$ cat src/rtl/reg_file_dump.sv
// rtl/reg_file_dump.sv - parametrised register file with two bypassed read ports and a handshaked dump engine
module reg_file_dump #(
  parameter int DATA_W   = 32,
  parameter int ADDR_W   = 5,
  parameter int ZERO_REG = 1,
  parameter int BYPASS   = 1,
  parameter int TAP_IDX  = 19
) (
  input  logic              clk_i,
  input  logic              reset_n_i,
  input  logic [ADDR_W-1:0] rR1_i,
  input  logic [ADDR_W-1:0] rR2_i,
  output logic [DATA_W-1:0] rD1_o,
  output logic [DATA_W-1:0] rD2_o,
  input  logic [ADDR_W-1:0] wR_i,
  input  logic [DATA_W-1:0] wD_i,
  input  logic              WE_i,
  output logic [DATA_W-1:0] tap_o,
  input  logic              dump_start_i,
  input  logic              dump_abort_i,
  output logic              dump_valid_o,
  input  logic              dump_ready_i,
  output logic [ADDR_W-1:0] dump_idx_o,
  output logic [DATA_W-1:0] dump_data_o,
  output logic              dump_busy_o,
  output logic              dump_done_o
);

  localparam int DEPTH = 2 ** ADDR_W;
  localparam logic [ADDR_W-1:0] LAST_IDX = ADDR_W'(DEPTH - 1);
  localparam logic [ADDR_W-1:0] TAP_ADDR = ADDR_W'(TAP_IDX);

  typedef enum logic [1:0] {IDLE, SEND, DONE} state_t;

  state_t            state;
  logic [DATA_W-1:0] regs [DEPTH];
  logic              wr_ok;
  logic [ADDR_W-1:0] nxt_idx;
  logic [DATA_W-1:0] eff_first;
  logic [DATA_W-1:0] eff_next;

  // Value a read port returns for address a this cycle: zero register wins over bypass.
  function automatic logic [DATA_W-1:0] eff_val(
    input logic [ADDR_W-1:0] a,
    input logic [DATA_W-1:0] stored,
    input logic              we,
    input logic [ADDR_W-1:0] wr,
    input logic [DATA_W-1:0] wd
  );
    logic [DATA_W-1:0] v;
    v = stored;
    if (BYPASS != 0 && we && wr == a) v = wd;
    if (ZERO_REG != 0 && a == '0) v = '0;
    return v;
  endfunction

  assign wr_ok     = WE_i && !(ZERO_REG != 0 && wR_i == '0);
  assign nxt_idx   = dump_idx_o + 1'b1;
  assign rD1_o     = eff_val(rR1_i, regs[rR1_i], WE_i, wR_i, wD_i);
  assign rD2_o     = eff_val(rR2_i, regs[rR2_i], WE_i, wR_i, wD_i);
  assign eff_first = eff_val('0, regs[0], WE_i, wR_i, wD_i);
  assign eff_next  = eff_val(nxt_idx, regs[nxt_idx], WE_i, wR_i, wD_i);
  assign tap_o     = regs[TAP_ADDR];
  assign dump_busy_o = (state != IDLE);

  // Register array: cleared on reset, one write port, discarded writes to the zero register.
  always_ff @(posedge clk_i or negedge reset_n_i) begin
    if (!reset_n_i) begin
      for (int i = 0; i < DEPTH; i++) regs[i] <= '0;
    end else if (wr_ok) begin
      regs[wR_i] <= wD_i;
    end
  end

  // Dump engine: presents one register per beat, captured when it becomes the current beat.
  always_ff @(posedge clk_i or negedge reset_n_i) begin
    if (!reset_n_i) begin
      state        <= IDLE;
      dump_valid_o <= 1'b0;
      dump_done_o  <= 1'b0;
      dump_idx_o   <= '0;
      dump_data_o  <= '0;
    end else begin
      dump_done_o <= 1'b0;
      case (state)
        IDLE: begin
          if (dump_start_i && !dump_abort_i) begin
            state        <= SEND;
            dump_idx_o   <= '0;
            dump_data_o  <= eff_first;
            dump_valid_o <= 1'b1;
          end
        end
        SEND: begin
          if (dump_abort_i) begin
            state        <= IDLE;
            dump_valid_o <= 1'b0;
          end else if (dump_ready_i) begin
            if (dump_idx_o == LAST_IDX) begin
              state        <= DONE;
              dump_valid_o <= 1'b0;
              dump_done_o  <= 1'b1;
            end else begin
              dump_idx_o  <= nxt_idx;
              dump_data_o <= eff_next;
            end
          end
        end
        DONE: begin
          state <= IDLE;
        end
        default: begin
          state        <= IDLE;
          dump_valid_o <= 1'b0;
        end
      endcase
    end
  end

endmodule

$ cat config.mk
export PLATFORM = sky130hd
export DESIGN_NAME = reg_file_dump
export DESIGN_NICKNAME = d
export VERILOG_FILES = /design/src/rtl/reg_file_dump.sv
export SDC_FILE = /design/constraint.sdc
export NUM_CORES = 2
export LEC_CHECK = 0
export CORE_UTILIZATION = 36
export CTS_BUF_LIST = sky130_fd_sc_hd__clkbuf_16
export DETAILED_ROUTE_END_ITERATION = 8
export PLACE_DENSITY_LB_ADDON = 0.12
export REMOVE_ABC_BUFFERS = 1
export SLEW_MARGIN = 15
export SYNTH_ARGS = -nofsm -noshare
export SYNTH_HDL_FRONTEND = slang
export SYNTH_SLANG_ARGS = --single-unit
$ cat constraint.sdc
create_clock -name clk_i -period 4.1 [get_ports clk_i]
set_input_delay 1.23 -clock clk_i [delete_from_list [all_inputs] [get_ports clk_i]]
set_output_delay 1.23 -clock clk_i [all_outputs]
set_load 0.005 [all_outputs]
==> results.ini <==
[timing]
setup_viol=64
max_slew.worst_pin.slew_ns=0.9460
slew-limit-headroom=0.3693
clock.fmax_mhz=219.9
layout_min_cycle_time_ns=4.548
skew_ns=0.02247
hold_viol_final=0
fin_ws_ns=-0.4480
post-route-period-util=1.109
final_max_slew_viol_count=0
grt_setup_unrepaired=true

[finish]
syn2layout_area_growth_pct=29.15
antennaDiodeCount=0
drive_above_1_share=0.6300
final_common_cell=dfrtp_1
nets=5052
post-route-util=0.4696
layout_common_cells=dfrtp_1, mux2_2, mux4_2
design_area_mm2=0.08415
n_fill_cell=15730

[yosys]
synth_compound_area_frac=0.04872
yosysSeqAreaShare=0.4090
synth_top_family_by_area=multiplexers
synth_top_flop_cell=dfrtp_1
synth.distinct_cells=58
synthSimpleGateAreaFrac=0.02297
synthMuxAreaShare=0.4760
synth_xor_area_frac=0.002765
synth_fa_ha_area_frac=0.0005761
synth.avg_cell_area_um2=14.90
yosysWarnings=0
ys_seq_elements=1065
synth_area_mm2=0.06516
async_flop_share=1.000
synth_edf_count=0
syn_inst=4372

[route]
highest_layer=met4
vias=47450
met2_length_um=130800
drt_iter0_markers=4995
drt_wl_total_um=275700
drc=0
wl_met1_um=115500
drtPass1Iterations=5
wl_met3_um=19150
wl_per_cell_um=36.98
ant_nets=0
routed_via_density=6.365

[grt]
antenna_found_initial=5
grt_pass1_vias=47950
grt_usage=0.3021
grt_max_degree=86
grt_first_pass_wirelength_um=387600
grt_overflow=0

[setup_path]
cp-start-kind=input pin
cp.required_ns=2.87
crit_family=multiplexers
path_class=input pin to output port
r2r_cells=9
cp.arrival_ns=3.32
crit_path_end_kind=output port
max_stage_delay_ns=0.55
cp.buffers_inverters=5
path_cells=buf_16, buf_16, buf_12, buf_12, mux4_2, mux4_2, o22ai_4, nor3_4, buf_2
r2r-end=dump_data_o[25]$_DFFE_PN0P_
worstReg2RegStart=dump_idx_o[0]$_DFFE_PN0P_
slowest_stage=mux4_2
r2r_slack_ns=0.66
critPathMaxFanout=7

[placement]
dp_hpwl_um=174600
port_buffers=188
dpl_cell_area_mm2=0.07461
routabilityCongestion=0.8597

[status]
violations=setup timing
status=finished with violations

[power]
p_int_uw=26060
clockPowerShare=0.318
swShare=0.3069
seqPwrFrac=0.388
p_sw_uw=11540
power_density_mw_per_mm2=446.8
p_comb_frac=0.295
peakVddDrop_mv=0.3811
p_leak_uw=0.03504

[clocking]
cts_tree=built
clk_pin_slew_ns=0.06
clock-sinks=1065
max-clock-path-buffers=3
cts-root-buf=clkbuf_16
clkLatencyLatePin_ns=0.80
cts_buffers=134
cts.htree.levels=4

[die]
rows=155
die_h_um=427.4
dieArea_mm2=0.1827
start_util=0.3636
core_area_mm2=0.1792
io_pins=189
dieWidth_um=427.4

[hold_path]
hp-class=input pin to async pin

[run]
drv_cap=0

[cells in the mapped netlist, drive strengths merged (50+ instances only)]
cell type     n  area [um^2]
dfrtp      1065        26650
buf         288         1593
mux2        984        11080
nand2        98        367.9
o21ai        75        375.4
a21oi        69        345.3
nor2b        58        362.9
a211oi       78        585.6
mux2i       223         2232
nor2         50        187.7
mux4        786        17700
clkbuf      258        968.4
[per-stage QoR]
| stage | TNS (ns) | setup WS, ns | hold WS (ns) | std cells | total power (uW) |
|---|---|---|---|---|---|
| finish | -19.42 | -0.4480 | 0.4152 | 7455 | 37600 |
| global route | -21.63 | -0.4539 | 0.4290 | 7455 | 39110 |
| CTS | -21.37 | -0.4605 | 0.3929 | 7415 | 37510 |
| detailed placement | -71.19 | -1.399 | 0.4039 | 6986 | 24880 |
| global placement | -70.40 | -1.412 | 0.3955 | 6986 | 24740 |
| floorplan | -526.65 | -13.70 | 0.3806 | 3826 | 21200 |
[per-layer routing]
layer | global-route usage | up-vias
met5 | 0 | -
met4 | 0.1042 | 0
met3 | 0.05171 | 433
met2 | 0.4794 | 2133
met1 | 0.4178 | 26150
li1 | - | 18740
[worst max path at each step]
stage	startpoint	endpoint	slack [ns]	cells after the start
global route	rR1_i[1]	rD1_o[0]	-0.45	9
floorplan	dump_idx_o[0]$_DFFE_PN0P_	dump_data_o[4]$_DFFE_PN0P_	-13.70	6
finish	rR1_i[1]	rD1_o[0]	-0.45	9
detailed placement	wR_i[3]	rD1_o[23]	-1.40	9
global placement	wR_i[3]	rD1_o[23]	-1.41	9
CTS	rR1_i[1]	rD1_o[0]	-0.46	9
[area by class of cell]
class | instances | area [um^2] | share of cell area
clock buffer | 139 | 3478 | 0.04134
clock inverter | 101 | 822.0 | 0.009769
inverter | 11 | 50.05 | 0.0005948
multi-input combinational | 2750 | 38010 | 0.4517
sequential | 1065 | 26650 | 0.3168
tap | 2355 | 2947 | 0.03502
timing repair buffer | 1034 | 12190 | 0.1448
[flip-flops by register name (all words and copies together), names as in the netlist]
register,flops
regs,992
dump_data_o,32
tap_o,32
dump_idx_o,5
state,2
dump_done_o,1
dump_valid_o,1
[kinds of logic after synthesis]
logic type | after synthesis
AOI/OAI and AO/OA | 439
adders and majority gates | 3
DFF | 1065
buffers and inverters | 557
and+or+nand+nor | 297
xor gates and xnor gates | 18
muxes | 1993
[repair_timing]
item	4_1_cts	5_1_grt
resized for setup	733	207
endpoints found under the setup margin	64	64
hold buffers	0	0
pin swaps	143	122
buffers inserted	177	63
gates cloned	27	4
[power by group through the flow]
| stage | sequential [uW] | combinational, uW | clock (uW) |
|---|---|---|---|
| 5_1_grt | 14800 | 11700 | 12600 |
| 2_1_floorplan | 14000 | 7180 | 0 |
| 3_5_place_dp | 14600 | 10200 | 0 |
| 3_3_place_gp | 14500 | 10200 | 0 |
| 6_report | 14600 | 11100 | 11900 |
| 4_1_cts | 14500 | 10900 | 12100 |
Power figures use the tool's default switching activity.
